<file path="config.mk">
export PLATFORM = sky130hd
export DESIGN_NAME = a51_keystream
export DESIGN_NICKNAME = d
export VERILOG_FILES = /design/src/rtl/a51_pkg.sv /design/src/rtl/a51_lfsr.sv /design/src/rtl/a51_keystream.sv
export SDC_FILE = /design/constraint.sdc
export NUM_CORES = 1
export LEC_CHECK = 0
export ABC_AREA = 0
export ABC_CLOCK_PERIOD_IN_PS = 2200
export BUFFER_PORTS_ARGS = -buffer_cell sky130_fd_sc_hd__buf_2
export CELL_PAD_IN_SITES_DETAIL_PLACEMENT = 1
export CELL_PAD_IN_SITES_GLOBAL_PLACEMENT = 1
export CORE_AREA = 3 3 142 144
export DETAILED_ROUTE_END_ITERATION = 16
export DIE_AREA = 0 0 145 147
export PLACE_DENSITY = 0.71
export SLEW_MARGIN = 20
export SYNTH_ARGS = -nofsm -noshare
export SYNTH_HDL_FRONTEND = slang
export SYNTH_HIERARCHICAL = 1
export SYNTH_SLANG_ARGS = --single-unit
export TNS_END_PERCENT = 10
</file>
<file path="constraint.sdc">
create_clock -name clock -period 2.2 [get_ports clock]
set_input_delay 0.44 -clock clock [delete_from_list [all_inputs] [get_ports clock]]
set_output_delay 0.44 -clock clock [all_outputs]
set_load 0.05 [all_outputs]
</file>
<file path="src/rtl/a51_pkg.sv">
// a51_pkg: shared constants for the A5/1 keystream generator -- register
// lengths, feedback tap masks, clock-control bit positions, default frame
// parameters and the sequencing FSM state type.
// Optional build feature: A51_DUAL_BURST_EN (handled in a51_keystream).
package a51_pkg;

    // Register lengths
    localparam int R1_LEN = 19;
    localparam int R2_LEN = 22;
    localparam int R3_LEN = 23;

    // Feedback taps: R1 bits 18,17,16,13; R2 bits 21,20; R3 bits 22,21,20,7
    localparam logic [R1_LEN-1:0] R1_TAPS = 19'h7_2000;
    localparam logic [R2_LEN-1:0] R2_TAPS = 22'h30_0000;
    localparam logic [R3_LEN-1:0] R3_TAPS = 23'h70_0080;

    // Clock-control (majority vote) bit positions
    localparam int R1_CLKBIT = 8;
    localparam int R2_CLKBIT = 10;
    localparam int R3_CLKBIT = 10;

    // Default frame parameters
    localparam int DEF_KEYLEN      = 64;
    localparam int DEF_FRAMENUMLEN = 22;
    localparam int DEF_MIXCYCLES   = 100;
    localparam int DEF_BURSTLEN    = 228;

    // Sequencing FSM
    typedef enum logic [2:0] {
        IDLE       = 3'd0,
        LOAD_KEY   = 3'd1,
        LOAD_FRAME = 3'd2,
        MIX        = 3'd3,
        RUN        = 3'd4
    } a51_state_e;

    // Phase counter width: ceil(log2(BURSTLEN+1)) for the default build, and
    // never narrower than any other phase length it has to count through.
    function automatic int cnt_width(input int burst, input int keylen,
                                     input int frmlen, input int mixlen);
        int m;
        m = burst;
        if (keylen > m) m = keylen;
        if (frmlen > m) m = frmlen;
        if (mixlen > m) m = mixlen;
        return $clog2(m + 1);
    endfunction

endpackage

</file>
<file path="src/rtl/a51_lfsr.sv">
// a51_lfsr: one A5/1 shift register. A shift moves the register left by one
// and writes the XOR of the tap bits into bit 0; an injection XORs a key or
// frame bit into bit 0 after the shift. Exposes the MSB, the bit that will
// become the MSB on the next shift, and the clock-control bit.
module a51_lfsr
    import a51_pkg::*;
#(
    parameter int              LEN     = R1_LEN,
    parameter logic [LEN-1:0]  TAPMASK = R1_TAPS,
    parameter int              CLKBIT  = R1_CLKBIT
) (
    input  logic clock,
    input  logic reset_n,
    input  logic clear,
    input  logic shift_en,
    input  logic inject_en,
    input  logic inject_bit,
    output logic msb,
    output logic msb_ahead,
    output logic clkbit
);

    logic [LEN-1:0] reg_q;
    logic [LEN-1:0] reg_d;
    logic           feedback;

    // Next state: clear wins; otherwise optional shift then optional injection into bit 0
    always_comb begin
        feedback = ^(reg_q & TAPMASK);
        reg_d    = reg_q;
        if (clear) begin
            reg_d = '0;
        end else begin
            if (shift_en) begin
                reg_d = {reg_q[LEN-2:0], feedback};
            end
            if (inject_en) begin
                reg_d[0] = reg_d[0] ^ inject_bit;
            end
        end
    end

    // Register state, cleared asynchronously
    always_ff @(posedge clock or negedge reset_n) begin
        if (!reset_n) begin
            reg_q <= '0;
        end else begin
            reg_q <= reg_d;
        end
    end

    assign msb       = reg_q[LEN-1];
    assign msb_ahead = reg_q[LEN-2];
    assign clkbit    = reg_q[CLKBIT];

endmodule

</file>
<file path="src/rtl/a51_keystream.sv">
// a51_keystream: A5/1 keystream generator. Loads the session key and frame
// number into three LFSRs, mixes for MIXCYCLES majority-clocked cycles, then
// streams BURSTLEN keystream bits over a valid/ready handshake.
// Optional build feature: A51_DUAL_BURST_EN adds ks_dir (downlink/uplink half
// indicator) and an extra done pulse after the first half of the burst.
module a51_keystream
    import a51_pkg::*;
#(
    parameter int KEYLEN      = DEF_KEYLEN,
    parameter int FRAMENUMLEN = DEF_FRAMENUMLEN,
    parameter int MIXCYCLES   = DEF_MIXCYCLES,
    parameter int BURSTLEN    = DEF_BURSTLEN
) (
    input  logic                   clock,
    input  logic                   reset_n,
    input  logic                   start,
    input  logic [KEYLEN-1:0]      key,
    input  logic [FRAMENUMLEN-1:0] frame,
    output logic                   busy,
    output logic                   ks_valid,
    input  logic                   ks_ready,
    output logic                   ks_bit,
`ifdef A51_DUAL_BURST_EN
    output logic                   ks_dir,
`endif
    output logic                   done
);

    localparam int CNT_W  = cnt_width(BURSTLEN, KEYLEN, FRAMENUMLEN, MIXCYCLES);
    localparam int KEY_IW = $clog2(KEYLEN);
    localparam int FRM_IW = $clog2(FRAMENUMLEN);

    localparam logic [CNT_W-1:0] KEY_LAST   = CNT_W'(KEYLEN - 1);
    localparam logic [CNT_W-1:0] FRM_LAST   = CNT_W'(FRAMENUMLEN - 1);
    localparam logic [CNT_W-1:0] MIX_LAST   = CNT_W'(MIXCYCLES - 1);
    localparam logic [CNT_W-1:0] BURST_LAST = CNT_W'(BURSTLEN - 1);
`ifdef A51_DUAL_BURST_EN
    localparam logic [CNT_W-1:0] HALF       = CNT_W'(BURSTLEN / 2);
    localparam logic [CNT_W-1:0] HALF_LAST  = CNT_W'(BURSTLEN / 2 - 1);
`endif

    a51_state_e             state_q, state_d;
    logic [CNT_W-1:0]       cnt_q, cnt_d;
    logic [KEYLEN-1:0]      key_q, key_d;
    logic [FRAMENUMLEN-1:0] frame_q, frame_d;
    logic                   done_q, done_d;

    logic       clear_regs;
    logic       shift_all;
    logic       shift_maj;
    logic       inject_en;
    logic       inject_bit;
    logic       maj;
    logic [2:0] msb;
    logic [2:0] msb_ahead;
    logic [2:0] clkbit;
    logic [2:0] step_sel;
    logic [2:0] shift_en;
    logic [2:0] out_bit;

    // Sequencing: phase transitions, phase counter, register strobes and done generation
    always_comb begin
        state_d    = state_q;
        cnt_d      = cnt_q;
        key_d      = key_q;
        frame_d    = frame_q;
        done_d     = 1'b0;
        clear_regs = 1'b0;
        shift_all  = 1'b0;
        shift_maj  = 1'b0;
        inject_en  = 1'b0;
        case (state_q)
            IDLE: begin
                if (start) begin
                    key_d      = key;
                    frame_d    = frame;
                    clear_regs = 1'b1;
                    cnt_d      = '0;
                    state_d    = LOAD_KEY;
                end
            end
            LOAD_KEY: begin
                shift_all = 1'b1;
                inject_en = 1'b1;
                if (cnt_q == KEY_LAST) begin
                    cnt_d   = '0;
                    state_d = LOAD_FRAME;
                end else begin
                    cnt_d = cnt_q + 1'b1;
                end
            end
            LOAD_FRAME: begin
                shift_all = 1'b1;
                inject_en = 1'b1;
                if (cnt_q == FRM_LAST) begin
                    cnt_d   = '0;
                    state_d = MIX;
                end else begin
                    cnt_d = cnt_q + 1'b1;
                end
            end
            MIX: begin
                shift_maj = 1'b1;
                if (cnt_q == MIX_LAST) begin
                    cnt_d   = '0;
                    state_d = RUN;
                end else begin
                    cnt_d = cnt_q + 1'b1;
                end
            end
            RUN: begin
                if (ks_ready) begin
                    shift_maj = 1'b1;
                    if (cnt_q == BURST_LAST) begin
                        cnt_d   = '0;
                        state_d = IDLE;
                        done_d  = 1'b1;
                    end else begin
                        cnt_d = cnt_q + 1'b1;
                    end
`ifdef A51_DUAL_BURST_EN
                    if (cnt_q == HALF_LAST) begin
                        done_d = 1'b1;
                    end
`endif
                end
            end
            default: begin
                state_d = IDLE;
            end
        endcase
    end

    // Control state, cleared asynchronously so a reset abandons any frame in flight
    always_ff @(posedge clock or negedge reset_n) begin
        if (!reset_n) begin
            state_q <= IDLE;
            cnt_q   <= '0;
            key_q   <= '0;
            frame_q <= '0;
            done_q  <= 1'b0;
        end else begin
            state_q <= state_d;
            cnt_q   <= cnt_d;
            key_q   <= key_d;
            frame_q <= frame_d;
            done_q  <= done_d;
        end
    end

    // Key bit j during LOAD_KEY, frame bit j during LOAD_FRAME
    assign inject_bit = (state_q == LOAD_FRAME) ? frame_q[cnt_q[FRM_IW-1:0]]
                                                : key_q[cnt_q[KEY_IW-1:0]];

    assign maj = (clkbit[0] & clkbit[1]) | (clkbit[0] & clkbit[2]) | (clkbit[1] & clkbit[2]);

    // Per-register clock control. Keystream bit i is defined on the registers
    // after their (i+1)-th post-mix majority step, so the output previews the
    // MSB each register will hold once the pending step is taken; the step
    // commits only on a transfer, so ks_bit stays stable while stalled.
    generate
        for (genvar gi = 0; gi < 3; gi++) begin : g_ctl
            assign step_sel[gi] = (clkbit[gi] == maj);
            assign shift_en[gi] = shift_all | (shift_maj & step_sel[gi]);
            assign out_bit[gi]  = step_sel[gi] ? msb_ahead[gi] : msb[gi];
        end
    endgenerate

    a51_lfsr #(.LEN(R1_LEN), .TAPMASK(R1_TAPS), .CLKBIT(R1_CLKBIT)) u_r1 (
        .clock      (clock),
        .reset_n    (reset_n),
        .clear      (clear_regs),
        .shift_en   (shift_en[0]),
        .inject_en  (inject_en),
        .inject_bit (inject_bit),
        .msb        (msb[0]),
        .msb_ahead  (msb_ahead[0]),
        .clkbit     (clkbit[0])
    );

    a51_lfsr #(.LEN(R2_LEN), .TAPMASK(R2_TAPS), .CLKBIT(R2_CLKBIT)) u_r2 (
        .clock      (clock),
        .reset_n    (reset_n),
        .clear      (clear_regs),
        .shift_en   (shift_en[1]),
        .inject_en  (inject_en),
        .inject_bit (inject_bit),
        .msb        (msb[1]),
        .msb_ahead  (msb_ahead[1]),
        .clkbit     (clkbit[1])
    );

    a51_lfsr #(.LEN(R3_LEN), .TAPMASK(R3_TAPS), .CLKBIT(R3_CLKBIT)) u_r3 (
        .clock      (clock),
        .reset_n    (reset_n),
        .clear      (clear_regs),
        .shift_en   (shift_en[2]),
        .inject_en  (inject_en),
        .inject_bit (inject_bit),
        .msb        (msb[2]),
        .msb_ahead  (msb_ahead[2]),
        .clkbit     (clkbit[2])
    );

    assign busy     = (state_q != IDLE);
    assign ks_valid = (state_q == RUN);
    assign ks_bit   = ks_valid & (^out_bit);
    assign done     = done_q;
`ifdef A51_DUAL_BURST_EN
    assign ks_dir   = ks_valid & (cnt_q >= HALF);
`endif

endmodule

</file>
==> flow_metrics.py, run 1 <==
metrics = {
    "grt": {
        "grt_pass1_vias": 5805,
        "grt_pass1_wl_mm": 31.07,
        "gr-usage-all-layers": 0.1810,
        "grt_overflow_total": 0,
        "antenna_found_initial": 0,
        "grt_max_degree": 51,
    },
    "final_layout": {
        "layout_commonest_cell": "dfrtp_1",
        "fin_nets": 815,
        "nFillCells": 1924,
        "mostFrequentLayoutCells": "157 x dfrtp_1, 90 x buf_2, 84 x mux2_2, 80 x nor2_1, 75 x mux2i_1",
        "post-route-util": 0.5035,
        "insertedDiodeCount": 0,
        "layout-drive-gt1-share": 0.4272,
        "fin_cells": 995,
        "syn2layout_area_growth_pct": 25.63,
    },
    "power": {
        "vdd_drop_max_mv": 0.5734,
        "seq_power_share": 0.420,
        "netSwitchingFraction": 0.3194,
        "p_clk_frac": 0.234,
        "p_sw_mw": 3.841,
        "p_leak_nw": 4.574,
        "pwr-share-comb": 0.347,
        "p_int_mw": 8.182,
        "p_per_area_mw_per_mm2": 1268,
        "power.total_mw": 12.02,
    },
    "hold_path": {
        "hold_path.startpoint": "key[6]",
        "hold_class": "input port to flip-flop",
        "min_to": "key_q[6]$_DFFE_PN0P_",
        "holdPathStages": 2,
    },
    "sta": {
        "final.setup.worst_slack_ns": -0.2823,
        "tightest_slew_ns": 0.5616,
        "drv_slew": 0,
        "skew_ns": 0.01007,
        "hold_viol_final": 0,
        "setup_tns_ns": -1.121,
        "min_period_ns": 2.482,
        "rsz0062_at_grt": "yes",
        "period_share": 1.128,
        "slew-limit-headroom": 0.6231,
        "fmax_ghz": 0.4028,
        "finalSetupViolCount": 5,
    },
    "synth": {
        "synthArstFlopShare": 1.000,
        "synth_nets": 677,
        "syn_area_mm2": 0.007547,
        "syn_inst": 585,
        "ys_warn_count": 6,
        "yosysTopAreaCell": "dfrtp_1",
        "ys_seq_elements": 162,
        "synth.top_cell.area_share": 0.5371,
        "ys_types": 47,
        "ys_top_cells_by_area": "dfrtp_1 54%, mux2_2 13%, mux2i_1 10%, mux4_2 5.4%, nor2_1 4.0%",
        "synth_area_per_cell_um2": 12.90,
        "synth_edf_count": 0,
        "ys_seq_area_frac": 0.5371,
        "synth_flop_cell": "dfrtp_1",
    },
    "setup_path": {
        "endpoint_kind": "flip-flop",
        "r2r_end": "u_r2/reg_q[0]$_DFF_PN0_",
        "path_class": "flip-flop to flip-flop",
        "slowest_stage": "mux4_2",
        "path_max_fanout": 6,
        "worstPathArrival_ns": 2.84,
        "crit_path_frequent_cell": "buf_12",
        "slowest_delay_ns": 0.50,
        "crit_required_ns": 2.56,
        "path_cells": "buf_12 -> buf_12 -> mux4_2 -> mux2_2 -> and3_4 -> o311a_4 -> a221o_1 -> a21oi_2",
        "crit_buf_inv": 2,
        "reg2regPathDepth": 8,
        "crit_family": "compound AO/OA/AOI/OAI gates",
        "setup.worst_path.start": "cnt_q[0]$_DFFE_PN0P_",
        "reg2reg_setup_slack_ns": -0.28,
        "r2r-start": "cnt_q[0]$_DFFE_PN0P_",
        "start_kind": "flip-flop",
    },
    "route": {
        "routed_wl_mm": 18.53,
        "num_vias": 5113,
        "drcViolationCount": 0,
        "drt_iter0_markers": 325,
        "via_per_inst": 5.139,
        "routedWlPerCell_um": 18.62,
        "firstDrtPassIters": 4,
        "postRouteAntennaNets": 0,
    },
    "clock_tree": {
        "clock-sinks": 162,
        "clk_path_buf_depth": 2,
        "cts_root_buf": "clkbuf_16",
        "clk_pin_slew_worst_paths_ns": 0.06,
        "cts_tree": "built",
        "htree_levels": 4,
        "cts_buffers": 17,
        "insertion_delay_ns": 0.43,
    },
    "floorplanning": {
        "die_area_mm2": 0.02132,
        "core_mm2": 0.01883,
        "die_h_um": 147,
        "num_rows": 50,
        "die_x_um": 145,
        "start_util": 0.4008,
        "pin_count": 94,
    },
    "placement": {
        "dp_cells": 950,
        "io_buffers": 93,
        "place.gp.congestion": 0.8235,
        "dpl.hpwl_mm": 13.11,
    },
    "run_status": {
        "status": "finished with violations",
        "violations": "negative setup slack",
    },
    "run": {
        "max_cap_viol_count": 0,
    },
}
cell usage after synthesis (2+ instances only):
master	instances
a221o_1	3
inv_1	10
o21ai_0	2
nand4_1	4
xnor2_1	11
mux2i_1	78
o21ai_1	6
ha_1	2
nor2b_1	7
mux2_1	4
o2111ai_1	6
nor2_1	81
and3_1	4
o31ai_1	2
a21oi_1	8
buf_1	2
buf_2	15
dfrtp_1	162
nor2_2	2
a32o_1	2
nand3b_1	2
nor3_1	3
nand2b_1	4
clkbuf_1	9
or3_1	2
o22ai_1	6
or3b_1	2
mux2_2	84
a22o_1	5
mux4_2	18
nand2_1	11
buf_4	9
nand3_1	5
repair_timing:
item / CTS / global route
hold buffers: 1 / 0
hold endpoints to repair: 46 / 0
setup endpoints to repair: 13 / 66
pin swaps: 5 / 16
setup buffers: 6 / 7
resized for setup: 16 / 15
stage by stage:
stage | instance area, um2 | hold WS (ns) | setup WS (ns)
floorplan | 7553 | 0.1444 | -0.1685
global placement | 8657 | 0.4045 | -0.2119
detailed placement | 8657 | 0.4105 | -0.2728
CTS | 9349 | 0.2189 | -0.3141
global route | 9482 | 0.2277 | -0.4420
finish | 9482 | 0.2361 | -0.2823
cell type report:
type	count	area [um2]	area share
Tap cell	260	325.3	0.03431
Clock inverter	13	125.1	0.01320
Sequential cell	162	4060	0.4282
Inverter	10	37.54	0.003959
Multi-Input combinational cell	376	3378	0.3563
Timing Repair Buffer	156	1126	0.1188
Clock buffer	18	429.2	0.04526
worst max path at each step:
stage	slack, ns	end	cells after the start
2_1_floorplan	-0.17	u_r2/reg_q[0]$_DFF_PN0_	7
3_3_place_gp	-0.21	u_r2/reg_q[0]$_DFF_PN0_	7
3_5_place_dp	-0.27	u_r3/reg_q[0]$_DFF_PN0_	7
4_1_cts	-0.31	ks_bit	7
5_1_grt	-0.44	u_r2/reg_q[0]$_DFF_PN0_	11
6_report	-0.28	u_r2/reg_q[0]$_DFF_PN0_	8
layer usage:
layer	track usage	up-vias	wire length, um
li1	-	2364	-
met1	0.2245	2643	8069
met2	0.3167	80	9464
met3	0.03701	26	622
met4	0.06318	0	372
met5	0	-	0
flip-flops by register name, indices dropped and copies added, names as in the netlist:
signal      cells
u_r1/reg_q     19
state_q         3
cnt_q           8
key_q          64
u_r3/reg_q     23
u_r2/reg_q     22
done            1
frame_q        22
kinds of logic after synthesis:
| logic type | count (synthesis) | share of synthesized area |
|---|---|---|
| mux | 184 | 0.2885 |
| flops | 162 | 0.5371 |
| simple gates | 131 | 0.07841 |
| compound gates | 48 | 0.04708 |
| buf+inv | 47 | 0.03282 |
| xor+xnor | 11 | 0.01276 |
| fa+ha+maj | 2 | 0.003315 |
power groups by stage:
stage,sequential (mW),combinational (mW),clock (mW)
6_report,5.04,4.17,2.81
5_1_grt,5.23,4.58,3.03
4_1_cts,5.06,3.97,2.88
3_5_place_dp,5.08,3.69,0
3_3_place_gp,5.00,3.50,0
2_1_floorplan,4.70,2.74,0
No activity file was read; power rests on OpenSTA's default activity.
==> run 2: changes to the inputs <==
--- a/config.mk
+++ b/config.mk
@@ -10,10 +10,10 @@
 export BUFFER_PORTS_ARGS = -buffer_cell sky130_fd_sc_hd__buf_2
 export CELL_PAD_IN_SITES_DETAIL_PLACEMENT = 1
 export CELL_PAD_IN_SITES_GLOBAL_PLACEMENT = 1
-export CORE_AREA = 3 3 142 144
+export CORE_AREA = 3 3 135 151
 export DETAILED_ROUTE_END_ITERATION = 16
-export DIE_AREA = 0 0 145 147
-export PLACE_DENSITY = 0.71
+export DIE_AREA = 0 0 138 154
+export PLACE_DENSITY_LB_ADDON = 0.1
 export SLEW_MARGIN = 20
 export SYNTH_ARGS = -nofsm -noshare
 export SYNTH_HDL_FRONTEND = slang
==> run 2 against run 1 <==
  * The flow still finishes with violations (negative setup slack)
  * Sequential power hardly changed
  * Critical path depth rose by 1
  * Total power shrank 0.14%
  * Die area down 0.30%
  * Hold slack got worse by 0.0012 ns
  * Critical path type unchanged
  * Clock skew fell by 0.0016 ns
  * Via count decreased by 1.8%
  * Wire length decreased by 5.1%
  * Highest routed layer unchanged
  * Fmax decreased by 1.7%
  * Final cell count fell by 2.0%
==> flow_metrics.py, run 2 (synthesized netlist as in run 1, its figures left out) <==
metrics = {
    "run_status": {
        "status": "finished with violations",
        "violations": "negative setup slack",
    },
    "floorplanning": {
        "pin_count": 94,
        "start_util": 0.3979,
        "die_h_um": 154,
        "die_area_mm2": 0.02125,
        "core_mm2": 0.01897,
        "die_x_um": 138,
        "num_rows": 53,
    },
    "setup_path": {
        "slowest_stage": "mux4_2",
        "path_class": "flip-flop to flip-flop",
        "worstPathArrival_ns": 2.87,
        "reg2regPathDepth": 9,
        "start_kind": "flip-flop",
        "r2r_end": "u_r2/reg_q[0]$_DFF_PN0_",
        "path_max_fanout": 6,
        "path_cells": "buf_12 -> mux4_2 -> mux2i_1 -> a21oi_1 -> o2111ai_1 -> nand3b_1 -> o311a_4 -> a221o_1 -> a21oi_2",
        "r2r-start": "cnt_q[0]$_DFFE_PN0P_",
        "setup.worst_path.start": "cnt_q[0]$_DFFE_PN0P_",
        "reg2reg_setup_slack_ns": -0.33,
        "setup.worst_path.end": "u_r2/reg_q[0]$_DFF_PN0_",
        "endpoint_kind": "flip-flop",
        "path_depth": 9,
        "crit_required_ns": 2.55,
        "crit_family": "compound AO/OA/AOI/OAI gates",
        "slowest_delay_ns": 0.51,
        "crit_buf_inv": 1,
    },
    "final_layout": {
        "nFillCells": 2002,
        "top_regs": "key_q: 64 flops, u_r3/reg_q: 23 flops",
        "largest_reg_flops": 64,
        "fin_cells": 975,
        "mostFrequentLayoutCells": "156 x dfrtp_1, 90 x buf_2, 84 x mux2_2, 80 x nor2_1, 76 x mux2i_1",
        "syn2layout_area_growth_pct": 24.93,
        "layout_commonest_cell": "dfrtp_1",
        "fin_area_mm2": 0.009429,
        "top_register": "key_q",
        "post-route-util": 0.4972,
        "regArea_mm2": 0.004061,
        "layout-drive-gt1-share": 0.4258,
        "fin_nets": 807,
        "insertedDiodeCount": 0,
        "multi_input_area_mm2": 0.003401,
    },
    "placement": {
        "place.gp.congestion": 0.7686,
        "dpl.hpwl_mm": 12.56,
        "dp_cells": 935,
        "io_buffers": 93,
        "dpl-instance-area_mm2": 0.008588,
    },
    "sta": {
        "setup_tns_ns": -1.304,
        "hold_viol_final": 0,
        "rsz0062_at_grt": "yes",
        "slew-limit-headroom": 0.6011,
        "period_share": 1.148,
        "final.setup.worst_slack_ns": -0.3255,
        "skew_ns": 0.008436,
        "drv_slew": 0,
        "finalSetupViolCount": 10,
        "tightest_slew_ns": 0.5943,
        "fmax_ghz": 0.3960,
        "min_period_ns": 2.526,
    },
    "power": {
        "p_leak_nw": 4.553,
        "p_per_area_mw_per_mm2": 1273,
        "seq_power_share": 0.418,
        "netSwitchingFraction": 0.3132,
        "pwr-share-comb": 0.333,
        "vdd_drop_max_mv": 0.5615,
        "p_clk_frac": 0.249,
        "p_sw_mw": 3.760,
        "power.total_mw": 12.01,
        "p_int_mw": 8.246,
    },
    "route": {
        "postRouteAntennaNets": 0,
        "num_vias": 5022,
        "firstDrtPassIters": 4,
        "routedWlPerCell_um": 18.03,
        "drt_iter0_markers": 211,
        "routed_wl_mm": 17.58,
        "via_per_inst": 5.151,
        "drcViolationCount": 0,
    },
    "hold_path": {
        "hold_class": "input port to flip-flop",
    },
    "grt": {
        "grt_pass1_wl_mm": 29.15,
        "grt_overflow_total": 0,
        "grt_max_degree": 51,
        "gr-usage-all-layers": 0.1709,
        "antenna_found_initial": 0,
        "grt_pass1_vias": 5610,
    },
    "clock_tree": {
        "insertion_delay_ns": 0.43,
        "clock-sinks": 162,
        "cts_buffers": 17,
        "clk_path_buf_depth": 2,
        "cts_root_buf": "clkbuf_16",
        "clk_pin_slew_worst_paths_ns": 0.07,
        "cts_tree": "built",
        "htree_levels": 4,
    },
    "run": {
        "max_cap_viol_count": 0,
    },
}
-- run 2: cell types whose count changed in the layout (fill, tap and decap cells not counted), sizes merged --
cell	previous run	this run
bufinv	1	2
inv	15	16
clkbuf	19	21
a21oi	10	11
clkinv	3	1
buf	154	144
-- run 2: area by class of cell --
class / count / share of cell area
tap: 247 / 0.03278
clock buffer: 19 / 0.04697
clock inverter: 13 / 0.01592
sequential: 162 / 0.4307
inverter: 10 / 0.003981
timing repair buffer: 147 / 0.1089
multi-input combinational: 377 / 0.3607
-- run 2: how the worst min path moves through the flow --
stage	startpoint	endpoint	slack (ns)	cells past startpoint
3_5_place_dp	reset_n	u_r1/reg_q[7]$_DFFE_PN0P_	0.40	1
4_1_cts	key[6]	key_q[6]$_DFFE_PN0P_	0.22	2
2_1_floorplan	reset_n	cnt_q[0]$_DFFE_PN0P_	0.14	0
5_1_grt	key[22]	key_q[22]$_DFFE_PN0P_	0.23	2
6_report	key[6]	key_q[6]$_DFFE_PN0P_	0.23	2
3_3_place_gp	reset_n	u_r1/reg_q[6]$_DFFE_PN0P_	0.40	1
-- run 2: routing by layer --
metal,wire length (um),GRT usage,share of wire,vias to the layer above
met5,0,0,0,-
met4,197,0.04941,0.011,0
met3,493,0.03421,0.028,14
met2,9372,0.3030,0.53,71
met1,7512,0.2122,0.43,2590
li1,-,-,-,2347
-- run 2: worst register-to-register path: cells and delay by family (launching register included) --
| family | cells | cell delay, ns |
|---|---|---|
| flip-flops | 1 | 0.47 |
| AO/OA/AOI/OAI | 5 | 1.00 |
| buffers and inverters | 1 | 0.16 |
| multiplexers | 2 | 0.70 |
| AND/OR/NAND/NOR | 1 | 0.13 |
-- run 2: metrics by stage --
step | hold slack [ns] | worst slack, ns
2_1_floorplan | 0.1444 | -0.1685
3_3_place_gp | 0.3996 | -0.2847
3_5_place_dp | 0.4034 | -0.3552
4_1_cts | 0.2245 | -0.3785
5_1_grt | 0.2272 | -0.4666
6_report | 0.2349 | -0.3255
-- run 2: repair_timing --
item                       4_1_cts  5_1_grt
hold buffers                     1        0
pin swaps                        3       17
buffers inserted                 0        5
setup endpoints to repair       14       61
resized for setup               14       27
gates cloned                     0        2
hold endpoints to repair        36        0
-- run 2: power groups by stage --
| stage | logic (mW) | registers [mW] | clock network, mW |
|---|---|---|---|
| final | 4.00 | 5.01 | 2.99 |
| after CTS | 3.84 | 5.02 | 3.08 |
| after global placement | 3.55 | 5.02 | 0 |
| after detailed placement | 3.73 | 5.05 | 0 |
| after global routing | 4.42 | 5.19 | 3.24 |
| after floorplan | 2.74 | 4.70 | 0 |
